<file path="src/rtl/multicycle_control.sv">
// Multicycle control FSM for the 16-bit lab CPU: fetch/decode/execute sequencing,
// datapath strobes, illegal-opcode pulse and a sticky memory-timeout bus error.
//
// state   | meaning
// FETCH   | read mem[PC]; load IR and bump PC when mem_ready
// DECODE  | classify the IR opcode, pulse illegal for A-E
// EXEC    | ALU op, branch/jump resolution, LW/SW address setup
// MEM     | LW read / SW write at reg[rs], held until mem_ready
// WB      | one-cycle register-file write
// HALT    | parked until reset (HALT opcode or bus timeout)
module multicycle_control #(
    parameter int INSTR_W = 16,
    parameter int TIMEOUT = 255
) (
    input  logic               clk,
    input  logic               reset,
    input  logic [INSTR_W-1:0] instr,
    input  logic               mem_ready,
    input  logic               zero,
    output logic               ir_en,
    output logic               pc_en,
    output logic [1:0]         pc_src,
    output logic               mem_read,
    output logic               mem_write,
    output logic               addr_sel,
    output logic               reg_write,
    output logic [1:0]         wb_sel,
    output logic [1:0]         alu_op,
    output logic               halted,
    output logic               illegal,
    output logic               bus_error,
    output logic [2:0]         state
);

    typedef enum logic [2:0] {
        S_FETCH  = 3'd0,
        S_DECODE = 3'd1,
        S_EXEC   = 3'd2,
        S_MEM    = 3'd3,
        S_WB     = 3'd4,
        S_HALT   = 3'd5
    } state_t;

    localparam logic [3:0] OP_NOP  = 4'h0;
    localparam logic [3:0] OP_LI   = 4'h5;
    localparam logic [3:0] OP_LW   = 4'h6;
    localparam logic [3:0] OP_SW   = 4'h7;
    localparam logic [3:0] OP_BEQZ = 4'h8;
    localparam logic [3:0] OP_JMP  = 4'h9;
    localparam logic [3:0] OP_HALT = 4'hF;

    localparam logic [7:0] TMO_LAST = 8'(TIMEOUT - 1);

    state_t     st;
    logic [3:0] op_q;
    logic [7:0] wait_cnt;
    logic       bus_err_q;
    logic [3:0] op_d;
    logic       waiting;
    logic       timeout_hit;

    // Operand fields are consumed by the datapath, not by the controller.
    logic unused_fields;
    assign unused_fields = ^instr[INSTR_W-5:0];

    assign op_d        = instr[INSTR_W-1 -: 4];
    assign waiting     = (st == S_FETCH || st == S_MEM) && !mem_ready;
    assign timeout_hit = waiting && (wait_cnt == TMO_LAST);

    function automatic logic is_alu(input logic [3:0] op);
        return (op >= 4'h1) && (op <= 4'h4);
    endfunction

    function automatic logic is_illegal(input logic [3:0] op);
        return (op >= 4'hA) && (op <= 4'hE);
    endfunction

    always_ff @(posedge clk) begin
        if (reset) begin
            st        <= S_FETCH;
            op_q      <= OP_NOP;
            wait_cnt  <= '0;
            bus_err_q <= 1'b0;
        end else begin
            wait_cnt <= (waiting && !timeout_hit) ? wait_cnt + 8'd1 : 8'd0;
            if (timeout_hit)
                bus_err_q <= 1'b1;
            case (st)
                S_FETCH: begin
                    if (mem_ready)
                        st <= S_DECODE;
                    else if (timeout_hit)
                        st <= S_HALT;
                end
                S_DECODE: begin
                    // Latch the opcode so later IR changes cannot disturb this instruction.
                    op_q <= op_d;
                    if (op_d == OP_NOP || is_illegal(op_d))
                        st <= S_FETCH;
                    else if (op_d == OP_LI)
                        st <= S_WB;
                    else if (op_d == OP_HALT)
                        st <= S_HALT;
                    else
                        st <= S_EXEC;
                end
                S_EXEC: begin
                    if (is_alu(op_q))
                        st <= S_WB;
                    else if (op_q == OP_LW || op_q == OP_SW)
                        st <= S_MEM;
                    else
                        st <= S_FETCH;
                end
                S_MEM: begin
                    if (mem_ready)
                        st <= (op_q == OP_LW) ? S_WB : S_FETCH;
                    else if (timeout_hit)
                        st <= S_HALT;
                end
                S_WB:    st <= S_FETCH;
                S_HALT:  st <= S_HALT;
                default: st <= S_FETCH;
            endcase
        end
    end

    always_comb begin
        ir_en     = 1'b0;
        pc_en     = 1'b0;
        pc_src    = 2'd0;
        mem_read  = 1'b0;
        mem_write = 1'b0;
        addr_sel  = 1'b0;
        reg_write = 1'b0;
        wb_sel    = 2'd0;
        alu_op    = 2'd0;
        halted    = 1'b0;
        illegal   = 1'b0;
        bus_error = 1'b0;
        state     = 3'd0;
        if (!reset) begin
            bus_error = bus_err_q;
            state     = st;
            case (st)
                S_FETCH: begin
                    mem_read = 1'b1;
                    ir_en    = mem_ready;
                    pc_en    = mem_ready;
                end
                S_DECODE: illegal = is_illegal(op_d);
                S_EXEC: begin
                    if (is_alu(op_q))
                        alu_op = 2'(op_q - 4'h1);
                    if (op_q == OP_BEQZ) begin
                        pc_en  = zero;
                        pc_src = 2'd1;
                    end else if (op_q == OP_JMP) begin
                        pc_en  = 1'b1;
                        pc_src = 2'd2;
                    end
                end
                S_MEM: begin
                    addr_sel  = 1'b1;
                    mem_read  = (op_q == OP_LW);
                    mem_write = (op_q == OP_SW);
                end
                S_WB: begin
                    reg_write = 1'b1;
                    if (is_alu(op_q))
                        alu_op = 2'(op_q - 4'h1);
                    if (op_q == OP_LW)
                        wb_sel = 2'd1;
                    else if (op_q == OP_LI)
                        wb_sel = 2'd2;
                end
                S_HALT:  halted = 1'b1;
                default: ;
            endcase
        end
    end

endmodule

</file>
<file path="config.mk">
export PLATFORM = sky130hd
export DESIGN_NAME = multicycle_control
export DESIGN_NICKNAME = d
export VERILOG_FILES = /design/src/rtl/multicycle_control.sv
export SDC_FILE = /design/constraint.sdc
export NUM_CORES = 1
export LEC_CHECK = 0
export ABC_CLOCK_PERIOD_IN_PS = 2000
export CORE_MARGIN = 2
export CORE_UTILIZATION = 40
export CTS_CLUSTER_SIZE = 10
export DETAILED_ROUTE_END_ITERATION = 16
export PLACE_DENSITY_LB_ADDON = 0.1
export SKIP_LAST_GASP = 1
export SLEW_MARGIN = 40
export SYNTH_ARGS = -nofsm -noshare
export SYNTH_HDL_FRONTEND = slang
export SYNTH_SLANG_ARGS = --single-unit
</file>
<file path="constraint.sdc">
create_clock -name clk -period 2 [get_ports clk]
set_clock_uncertainty 0.1 [all_clocks]
set_input_delay 0.3 -clock clk [delete_from_list [all_inputs] [get_ports clk]]
set_output_delay 0.3 -clock clk [all_outputs]
set_load 0.01 [all_outputs]
</file>
==> results_dict.tcl <==
set metrics [dict create \
    seq_area_frac_synth_pct 30.30 \
    crit_required_ps 1600 \
    yosys_warnings 0 \
    synth_cells 131 \
    routabilityCongestion 0.7447 \
    fmax_mhz 428.5 \
    dp.cells 218 \
    tightest_slew_ps 534.0 \
    critPathSlowestCell "a2111o_1" \
    nets 223 \
    ys_ff_latch 16 \
    arrival_ps 1930 \
    r2r_slack_ps 170 \
    grt_pass1_wl_um 4954 \
    io-pin-count 38 \
    r2r-start "st[0]" \
    p_leak_uw 0.0007577 \
    synth_top_area_share_pct 30.30 \
    dieHeight_um 55.41 \
    drt_iter0_markers 33 \
    setup_violations 6 \
    relSlewSlack_pct 63.48 \
    initial_core_util_pct 42.29 \
    via_count 1222 \
    synth_area_leaders "dfxtp_1 30%, ha_1 8.3%, nor2_1 6.0%" \
    area_delta_synth_final_pct 63.43 \
    synth_edf_count 0 \
    wire_per_inst_um 14.21 \
    first_pass_iters 5 \
    via_per_inst 5.431 \
    htree_levels 1 \
    io_buffers 25 \
    tritoncts "yes" \
    cap_viol_max_count 0 \
    fp-row-count 18 \
    antenna_cells 0 \
    fin_crit_ps 2334 \
    finalInstanceArea_mm2 0.001728 \
    hold_viol 0 \
    hp-class "reg -> reg" \
    synth_cell_type_count 36 \
    ir_drop_v 0.0004542 \
    drc 0 \
    die_w_um 55.41 \
    clk_latency_ps 300 \
    num-fill-cells 201 \
    worstSetupPathType "reg -> out" \
    cts_root_buf "clkbuf_4" \
    grt_max_degree 10 \
    worstPathCellList "inv_4 > ha_4 > inv_2 > a2111o_1 > or3_4 > nor2_4 > buf_6" \
    slew_violations 0 \
    syn_avg_cell_area_um2 8.071 \
    grt_overflow 0 \
    synth_top_cell_by_area "dfxtp_1" \
    worst_slack_ps -333.7 \
    rsz0062_at_grt "yes" \
    dp_hpwl_um 2363 \
    crit_path_start_kind "flop" \
    critPathMaxFanout 3 \
    cts_made_buffers 3 \
    reg2reg_depth 6 \
    hold_path.startpoint "wait_cnt[0]" \
    core_area_mm2 0.002500 \
    placed_area_mm2 0.001633 \
    finalSetupTns_ps -1465 \
    clk_path_buf_depth 2 \
    power_density_mw_per_mm2 483.0 \
    seq_area_um2 330.3 \
    antenna_found_initial 0 \
    cts.sinks 16 \
    routed_wirelength_um 3198 \
    end_kind "output pin" \
    status "complete, but fails checks" \
    grt.total_usage_pct 19.82 \
    synth-async-reset-ratio_pct 0 \
    violations "negative setup slack" \
    ys.flop_type "dfxtp_1" \
    syn_nets 158 \
    grt_pass1_vias 1107 \
    power_uw 834.5 \
    path_clk_slew_ps 90 \
    cp-endpoint "alu_op[1]" \
    hold_buffers 0 \
    synth_area_mm2 0.001057 \
    stdcell_count 225 \
    drtAntennaViolNets 0 \
    final_layout_size_suffix_gt1_share_pct 38.46 \
    min_period_over_period_pct 116.7 \
    cp-startpoint "op_q[0]" \
    multiInputGateArea_um2 778.2 \
    reg2reg_to "wait_cnt[2]" \
    dieArea_mm2 0.003070 \
    critPathMaxStageDelay_ps 420 \
]
==> registers in the layout (all words and copies together) (netlist names) <==
register / flops
wait_cnt: 8
op_q: 4
st: 3
bus_err_q: 1
==> layout by cell type (no fill, tap or decap), types with 2 or more instances in the layout <==
cell	count
a2111o_1	2
a21boi_0	2
a21oi_1	7
and3_1	6
buf_2	2
buf_4	39
buf_6	2
clkbuf_2	3
clkbuf_4	3
clkdlybuf4s50_1	12
dfxtp_1	10
dfxtp_2	5
dlygate4sd2_1	4
ha_1	3
ha_4	3
inv_1	3
inv_4	2
nand2_1	11
nand3_1	3
nand4_1	5
nor2_1	13
nor2_2	2
nor2_4	2
nor2b_1	7
nor3_1	2
o211ai_1	2
o21ai_0	6
xnor2_1	3
xor2_1	5
==> metal layers <==
layer | track usage [%] | up-vias | wire length (um)
met1 | 25.32 | 583 | 1430
met3 | 4.684 | 7 | 178
met2 | 32.82 | 38 | 1535
li1 | - | 594 | -
met4 | 6.272 | 0 | 55
met5 | 0 | - | 0
==> area by class of cell <==
| cell class | count | share of cell area, % |
|---|---|---|
| multi-input combinational | 105 | 45.04 |
| timing repair buffer | 64 | 29.98 |
| sequential | 16 | 19.12 |
| tap | 30 | 2.172 |
| clock buffer | 4 | 2.100 |
| inverter | 6 | 1.593 |
==> synthesized netlist by cell type, drive strengths merged, types with 2 or more instances <==
library cell  number
nor2              17
dfxtp             16
nand2             11
a21oi              7
ha                 7
nor2b              7
and3               6
inv                6
o21ai              6
nand4              5
xor2               5
a21boi             3
buf                3
nand3              3
nor3               3
xnor2              3
a2111o             2
a2111oi            2
nor3b              2
nor4b              2
o211ai             2
==> timing repair <==
action | in CTS | in global routing
hold endpoints to repair | 0 | 0
setup endpoints to repair | 18 | 13
pin swaps | 3 | 3
gates resized for setup | 40 | 15
buffers inserted | 1 | 2
==> kinds of logic (layout without fill, tap and decap cells) <==
| logic type | count (synthesis) | in the layout | synth area share [%] |
|---|---|---|---|
| and+or+nand+nor | 62 | 62 | 30.77 |
| AOI/OAI and AO/OA | 27 | 27 | 19.17 |
| buffers and inverters | 10 | 74 | 3.904 |
| xor gates and xnor gates | 8 | 8 | 6.627 |
| muxes | 1 | 1 | 0.9468 |
| DFF | 16 | 16 | 30.30 |
| adders and majority gates | 7 | 7 | 8.284 |
==> stage by stage <==
stage          hold WS [ps]  setup slack [ps]  utilization, %
2_1_floorplan         325.7             32.93               -
3_3_place_gp          368.5            -437.6           65.32
3_5_place_dp          397.2            -478.0           65.32
4_1_cts               422.0            -305.3           68.37
5_1_grt               453.1            -387.7           69.12
6_report              417.8            -333.7           69.12
==> report_power, final <==
| group | internal, uW | switching (uW) |
|---|---|---|
| Combinational | 143 | 121 |
| Clock | 111 | 111 |
| Sequential | 332 | 16.3 |
| Total | 586 | 248 |
==> worst min-delay path by stage <==
stage / endpoint / slack [ps] / cells past startpoint
finish: wait_cnt[0] / 420 / 1
CTS: wait_cnt[0] / 420 / 1
floorplan: op_q[0] / 330 / 2
global route: wait_cnt[7] / 450 / 2
global placement: wait_cnt[0] / 370 / 1
detailed placement: wait_cnt[5] / 400 / 2
==> worst max-delay path, delay by kind of cell, from the launching register on <==
kind / cells / cell delay [ps]
AO/OA/AOI/OAI: 1 / 420
adder cells (fa/ha/maj): 1 / 140
buffers and inverters: 3 / 220
flip-flops: 1 / 360
AND/OR/NAND/NOR: 2 / 490
Power figures use the tool's default switching activity.
